===== src/rtl/div_unit.sv =====
// div_unit: multi-cycle restoring divider for div/divu, one quotient bit per clock.
// Define DIV_SIGNED_EN to honour is_signed; without it every operation is unsigned.
module div_unit #(
   parameter int unsigned WIDTH = 32
) (
   input  logic             clock,
   input  logic             reset_n,
   input  logic             start,
   input  logic             is_signed,
   input  logic [WIDTH-1:0] dividend,
   input  logic [WIDTH-1:0] divisor,
   output logic             busy,
   output logic             done,
   output logic             div_zero,
   output logic [WIDTH-1:0] quotient,
   output logic [WIDTH-1:0] remainder
);

   localparam int unsigned CntW = (WIDTH > 1) ? $clog2(WIDTH) : 1;

   typedef enum logic [1:0] {StIdle, StCalc, StFix, StDone} state_e;

   state_e           state_q;
   logic [CntW-1:0]  cnt_q;
   logic [WIDTH-1:0] rem_q;
   logic [WIDTH-1:0] quo_q;
   logic [WIDTH-1:0] dvs_q;
   logic [WIDTH-1:0] raw_q;
   logic             dz_q;
   logic             busy_q;
   logic             done_q;
   logic             div_zero_q;
   logic [WIDTH-1:0] quotient_q;
   logic [WIDTH-1:0] remainder_q;

   logic [WIDTH-1:0] dvd_mag;
   logic [WIDTH-1:0] dvs_mag;

`ifdef DIV_SIGNED_EN
   logic dvd_neg;
   logic dvs_neg;
   logic neg_quo_q;
   logic neg_rem_q;

   always_comb begin
      dvd_neg = is_signed & dividend[WIDTH-1];
      dvs_neg = is_signed & divisor[WIDTH-1];
      dvd_mag = dvd_neg ? -dividend : dividend;
      dvs_mag = dvs_neg ? -divisor : divisor;
   end
`else
   logic unused_is_signed;

   assign unused_is_signed = is_signed;
   assign dvd_mag          = dividend;
   assign dvs_mag          = divisor;
`endif

   // One restoring step: remainder always stays below the divisor, so a
   // WIDTH+1-bit trial is enough to detect a borrow.
   logic [WIDTH:0]   shifted;
   logic [WIDTH:0]   trial;
   logic             q_bit;
   logic [WIDTH-1:0] rem_step;
   logic [WIDTH-1:0] quo_step;

   always_comb begin
      shifted  = {rem_q, quo_q[WIDTH-1]};
      trial    = shifted - {1'b0, dvs_q};
      q_bit    = ~trial[WIDTH];
      rem_step = q_bit ? trial[WIDTH-1:0] : shifted[WIDTH-1:0];
      quo_step = {quo_q[WIDTH-2:0], q_bit};
   end

   logic [WIDTH-1:0] fix_quo;
   logic [WIDTH-1:0] fix_rem;

   always_comb begin
      fix_quo = quo_q;
      fix_rem = rem_q;
`ifdef DIV_SIGNED_EN
      if (neg_quo_q) fix_quo = -quo_q;
      if (neg_rem_q) fix_rem = -rem_q;
`endif
      if (dz_q) begin
         fix_quo = '1;
         fix_rem = raw_q;
      end
   end

   always_ff @(posedge clock or negedge reset_n) begin
      if (!reset_n) begin
         state_q     <= StIdle;
         cnt_q       <= '0;
         rem_q       <= '0;
         quo_q       <= '0;
         dvs_q       <= '0;
         raw_q       <= '0;
         dz_q        <= 1'b0;
         busy_q      <= 1'b0;
         done_q      <= 1'b0;
         div_zero_q  <= 1'b0;
         quotient_q  <= '0;
         remainder_q <= '0;
`ifdef DIV_SIGNED_EN
         neg_quo_q   <= 1'b0;
         neg_rem_q   <= 1'b0;
`endif
      end else begin
         done_q <= 1'b0;
         unique case (state_q)
            // DONE also accepts, so a start on the edge where done falls is taken.
            StIdle, StDone: begin
               if (start) begin
                  state_q <= StCalc;
                  busy_q  <= 1'b1;
                  cnt_q   <= CntW'(WIDTH - 1);
                  rem_q   <= '0;
                  quo_q   <= dvd_mag;
                  dvs_q   <= dvs_mag;
                  raw_q   <= dividend;
                  dz_q    <= (divisor == '0);
`ifdef DIV_SIGNED_EN
                  neg_quo_q <= dvd_neg ^ dvs_neg;
                  neg_rem_q <= dvd_neg;
`endif
               end else begin
                  state_q <= StIdle;
                  busy_q  <= 1'b0;
               end
            end
            StCalc: begin
               rem_q <= rem_step;
               quo_q <= quo_step;
               if (cnt_q == '0) begin
                  state_q <= StFix;
               end else begin
                  cnt_q <= cnt_q - CntW'(1);
               end
            end
            StFix: begin
               quotient_q  <= fix_quo;
               remainder_q <= fix_rem;
               div_zero_q  <= dz_q;
               done_q      <= 1'b1;
               state_q     <= StDone;
            end
            default: begin
               state_q <= StIdle;
               busy_q  <= 1'b0;
            end
         endcase
      end
   end

   assign busy      = busy_q;
   assign done      = done_q;
   assign div_zero  = div_zero_q;
   assign quotient  = quotient_q;
   assign remainder = remainder_q;

endmodule


===== config.mk =====
export PLATFORM = sky130hd
export DESIGN_NAME = div_unit
export DESIGN_NICKNAME = d
export VERILOG_FILES = /design/src/rtl/div_unit.sv
export SDC_FILE = /design/constraint.sdc
export NUM_CORES = 1
export LEC_CHECK = 0
export BUFFER_PORTS_ARGS = -buffer_cell sky130_fd_sc_hd__buf_2
export CAP_MARGIN = 5
export CORE_UTILIZATION = 60
export CTS_CLUSTER_DIAMETER = 60
export DETAILED_ROUTE_END_ITERATION = 10
export GPL_TIMING_DRIVEN = 0
export PLACE_DENSITY = 0.82
export REMOVE_ABC_BUFFERS = 1
export SLEW_MARGIN = 10
export SYNTH_ARGS = -nofsm -noshare
export SYNTH_HDL_FRONTEND = slang
export SYNTH_SLANG_ARGS = --single-unit

===== constraint.sdc =====
create_clock -name clock -period 7.65 [get_ports clock]
set_clock_uncertainty 0.1 [all_clocks]
set_input_delay 0.3825 -clock clock [delete_from_list [all_inputs] [get_ports clock]]
set_output_delay 0.3825 -clock clock [all_outputs]
set_load 0.01 [all_outputs]

==> impl_results.md <==
* Port Buffers at 133
* Synthesized area per cell at 9.94 µm²
* Gr ovfl total at 0
* VDD IR-drop max at 0.298 mV
* Static leakage at 0.00546 µW
* Area of the mapped netlist at 0.0104 mm²
* Pre-antenna DRT Iters at 5
* Worst Setup End Kind: flop
* Most frequent cells in the layout: 202 x dfrtp_1, 132 x buf_2, 121 x nor2_1
* Setup_tns at 0 ns
* Top cells by area, synth: dfrtp_1 49%, mux2i_1 7.1%, mux2_2 7.0%
* Total of max-cap violations at 0
* Critical path origin: quo_q[31]$_DFFE_PN0P_
* Post-synthesis sequential area ratio at 48.9%
* Setup Crit Path Kind: flop to flop
* CP required at 7.87 ns
* Routed vias at 8169
* GRT Util Overall at 27.7%
* Root Driver: clkbuf_16
* Crit path time final at 4.40 ns
* Synth Register Bits at 203
* Final Hold Fails at 0
* Mean routed wirelength per cell at 17.4 µm
* Final Util at 72.0%
* CTS Sinks at 203
* Area grow syn2layout at 16.1%
* I/O pins at 135
* EDFF count, synth at 0
* Final nets at 1254
* Post-CTS Resized at 0
* Multi-input gate area at 0.00495 mm²
* # DRC at 0
* Most common cell after layout, fill and taps aside: dfrtp_1
* Post-place instance area at 0.0113 mm²
* Synth cell types at 52
* Leading area contributor after synthesis: dfrtp_1
* Hold Startpoint: divisor[18]
* Post-CTS Repair Setup Buffers at 0
* Slew Viols, Final at 0
* Share of the synthesized area in the top cell type at 48.9%
* Cell repeated most along the worst path: inv_1
* Max clock buf depth at 3
* Post-CTS Hold Fix Bufs at 1
* Final setup fails at 0
* DP HPWL at 16300 µm
* TritonCTS clock tree: built
* FILL cells at 1241
* Std-Cell Rows at 47
* Syn. warnings at 0
* Ys async rst share at 100%
* Sequential Area at 0.00508 mm²
* Post-Layout Inst Area at 0.0121 mm²
* Pwr dens at 414 mW/mm²
* H-tree depth at 1
* Post-route insts no fill at 1383
* Vias per cell at 5.91
* WP data arrival at 4.62 ns
* Fmax at 227 MHz
* ANT cells at 0
* Die Area at 0.0178 mm²
* Outcome: finished, final reports clean
* Total core area at 0.0168 mm²
* Crit-path max cell delay at 0.95 ns
* First-pass GRT wire length at 40000 µm
* Initial antenna violation count at 0
* RSZ-0062 raised after global routing: false
* Initial core utilization at 62.0%
* Antenna-violating nets left at 0
* Critical Path Fanout Max at 13
* Detailed Route Iter0 Violations at 621
* CP Buf/Inv Count at 2
* Slew HR at 19.0%
* Tcrit/Tclk final at 57.5%
* Startpoint types: flop
* Syn Inst Count at 1045
* Slowest cell on crit path: xnor2_2
* Gpl congestion at 0.898
* Placed cells at 1344
* Worst-margin pin slew at 1.21 ns
* Final wirelength at 24100 µm
* CP top delay family: compound AO/OA/AOI/OAI gates
* Ys flop type: dfrtp_1
* Largest net degree at the start of global routing at 106
* Min-Delay Path Class: primary input to flop
* Later-pin clock latency in the skew report at 0.50 ns
* CP cell instances: inv_1, ha_1, inv_1, fa_1, a211oi_1, o21ai_1, o2111ai_2, a31oi_1, a211o_1, a31oi_4, xnor2_2, mux2i_1, o21ai_0
* R2R Path Start: quo_q[31]$_DFFE_PN0P_
* Number of buffers created by CTS at 22
* Number of global-route vias before repair at 8025
* Share of cells above drive strength 1 at 21.5%
* Worst-path clk slew at 0.06 ns
* Die Y at 134 µm
* Die W at 134 µm
==> final timing paths <==
path,depth (start not counted),slack [ns],endpoint
worst max register to register,13,3.25,rem_q[10]$_DFFE_PN0P_
min in group asynchronous,2,0.37,quotient[5]$_DFFE_PN0P_
worst max-delay path,13,3.25,rem_q[10]$_DFFE_PN0P_
worst min-delay path,2,0.03,dvs_q[18]$_DFFE_PN0P_
max in group asynchronous,3,6.11,quotient[19]$_DFFE_PN0P_
worst min register to register,1,0.40,raw_q[16]$_DFFE_PN0P_
==> through the flow <==
step	setup WS, ns	hold WS, ns	total power [µW]
final	3.25	0.0316	4990
after global routing	3.09	0.0294	5330
after CTS	3.37	0.0192	5010
after detailed placement	3.45	0.365	3900
after global placement	-0.205	0.380	3790
after floorplan	2.41	-0.0131	3240
==> cell usage after synthesis (3+ instances only) <==
| master | instances |
|---|---|
| dfrtp_1 | 203 |
| nor2_1 | 122 |
| a21oi_1 | 98 |
| nand2_1 | 92 |
| mux2i_1 | 74 |
| o21ai_0 | 70 |
| mux2_2 | 65 |
| clkbuf_1 | 44 |
| inv_1 | 42 |
| ha_1 | 36 |
| nand3_1 | 29 |
| xnor2_1 | 16 |
| xor2_1 | 16 |
| a21o_1 | 15 |
| buf_1 | 14 |
| o311ai_0 | 14 |
| nor4_1 | 9 |
| a31oi_1 | 7 |
| nand4_1 | 7 |
| nor3_1 | 7 |
| a211oi_1 | 6 |
| o211ai_1 | 6 |
| o21a_1 | 5 |
| nand2b_1 | 4 |
| o311ai_1 | 4 |
| buf_2 | 3 |
| nor3b_1 | 3 |
==> area by class of cell <==
type                            count  share of cell area [%]
Clock buffer                       33                    5.50
Tap cell                          220                    2.28
Timing Repair Buffer              142                    7.08
Inverter                           42                    1.31
Sequential cell                   203                    42.1
Multi-Input combinational cell    738                    41.1
Clock inverter                      5                   0.643
==> flip-flops by register name (all words and copies together), names as in the netlist <==
| register | flops |
|---|---|
| busy | 1 |
| cnt_q | 5 |
| div_zero | 1 |
| done | 1 |
| dvs_q | 32 |
| dz_q | 1 |
| quo_q | 32 |
| quotient | 32 |
| raw_q | 32 |
| rem_q | 32 |
| remainder | 32 |
| state_q | 2 |
==> per-layer routing <==
metal / GRT usage [%] / vias to the layer above / share of wire, %
met5: 0 / - / 0
met4: 7.13 / 0 / 1.9
met3: 3.96 / 39 / 5.6
met2: 44.5 / 233 / 47
met1: 39.6 / 4013 / 46
li1: - / 3884 / -
==> worst register-to-register path: cells and delay by family (launching register included) <==
family / cells / cell delay [ns]
buffers and inverters: 2 / 0.15
AOI/OAI and AO/OA: 7 / 1.79
muxes: 1 / 0.29
adders and majority gates: 2 / 0.45
xor gates and xnor gates: 1 / 0.95
DFF: 1 / 0.49
==> where the power goes <==
group / switching (µW) / internal [µW]
clock: 422 / 663
combinational: 1200 / 888
sequential: 271 / 1550
==> logic make-up (layout without fill, tap and decap cells) <==
logic type / after synthesis / after routing / share of synthesized area, %
and+or+nand+nor: 285 / 285 / 11.7
AOI/OAI and AO/OA: 244 / 244 / 14.0
DFF: 203 / 203 / 48.9
muxes: 139 / 139 / 14.2
buffers and inverters: 104 / 222 / 3.83
adders and majority gates: 37 / 37 / 4.53
xor gates and xnor gates: 33 / 33 / 2.85
(Power assumes the default switching activity.)
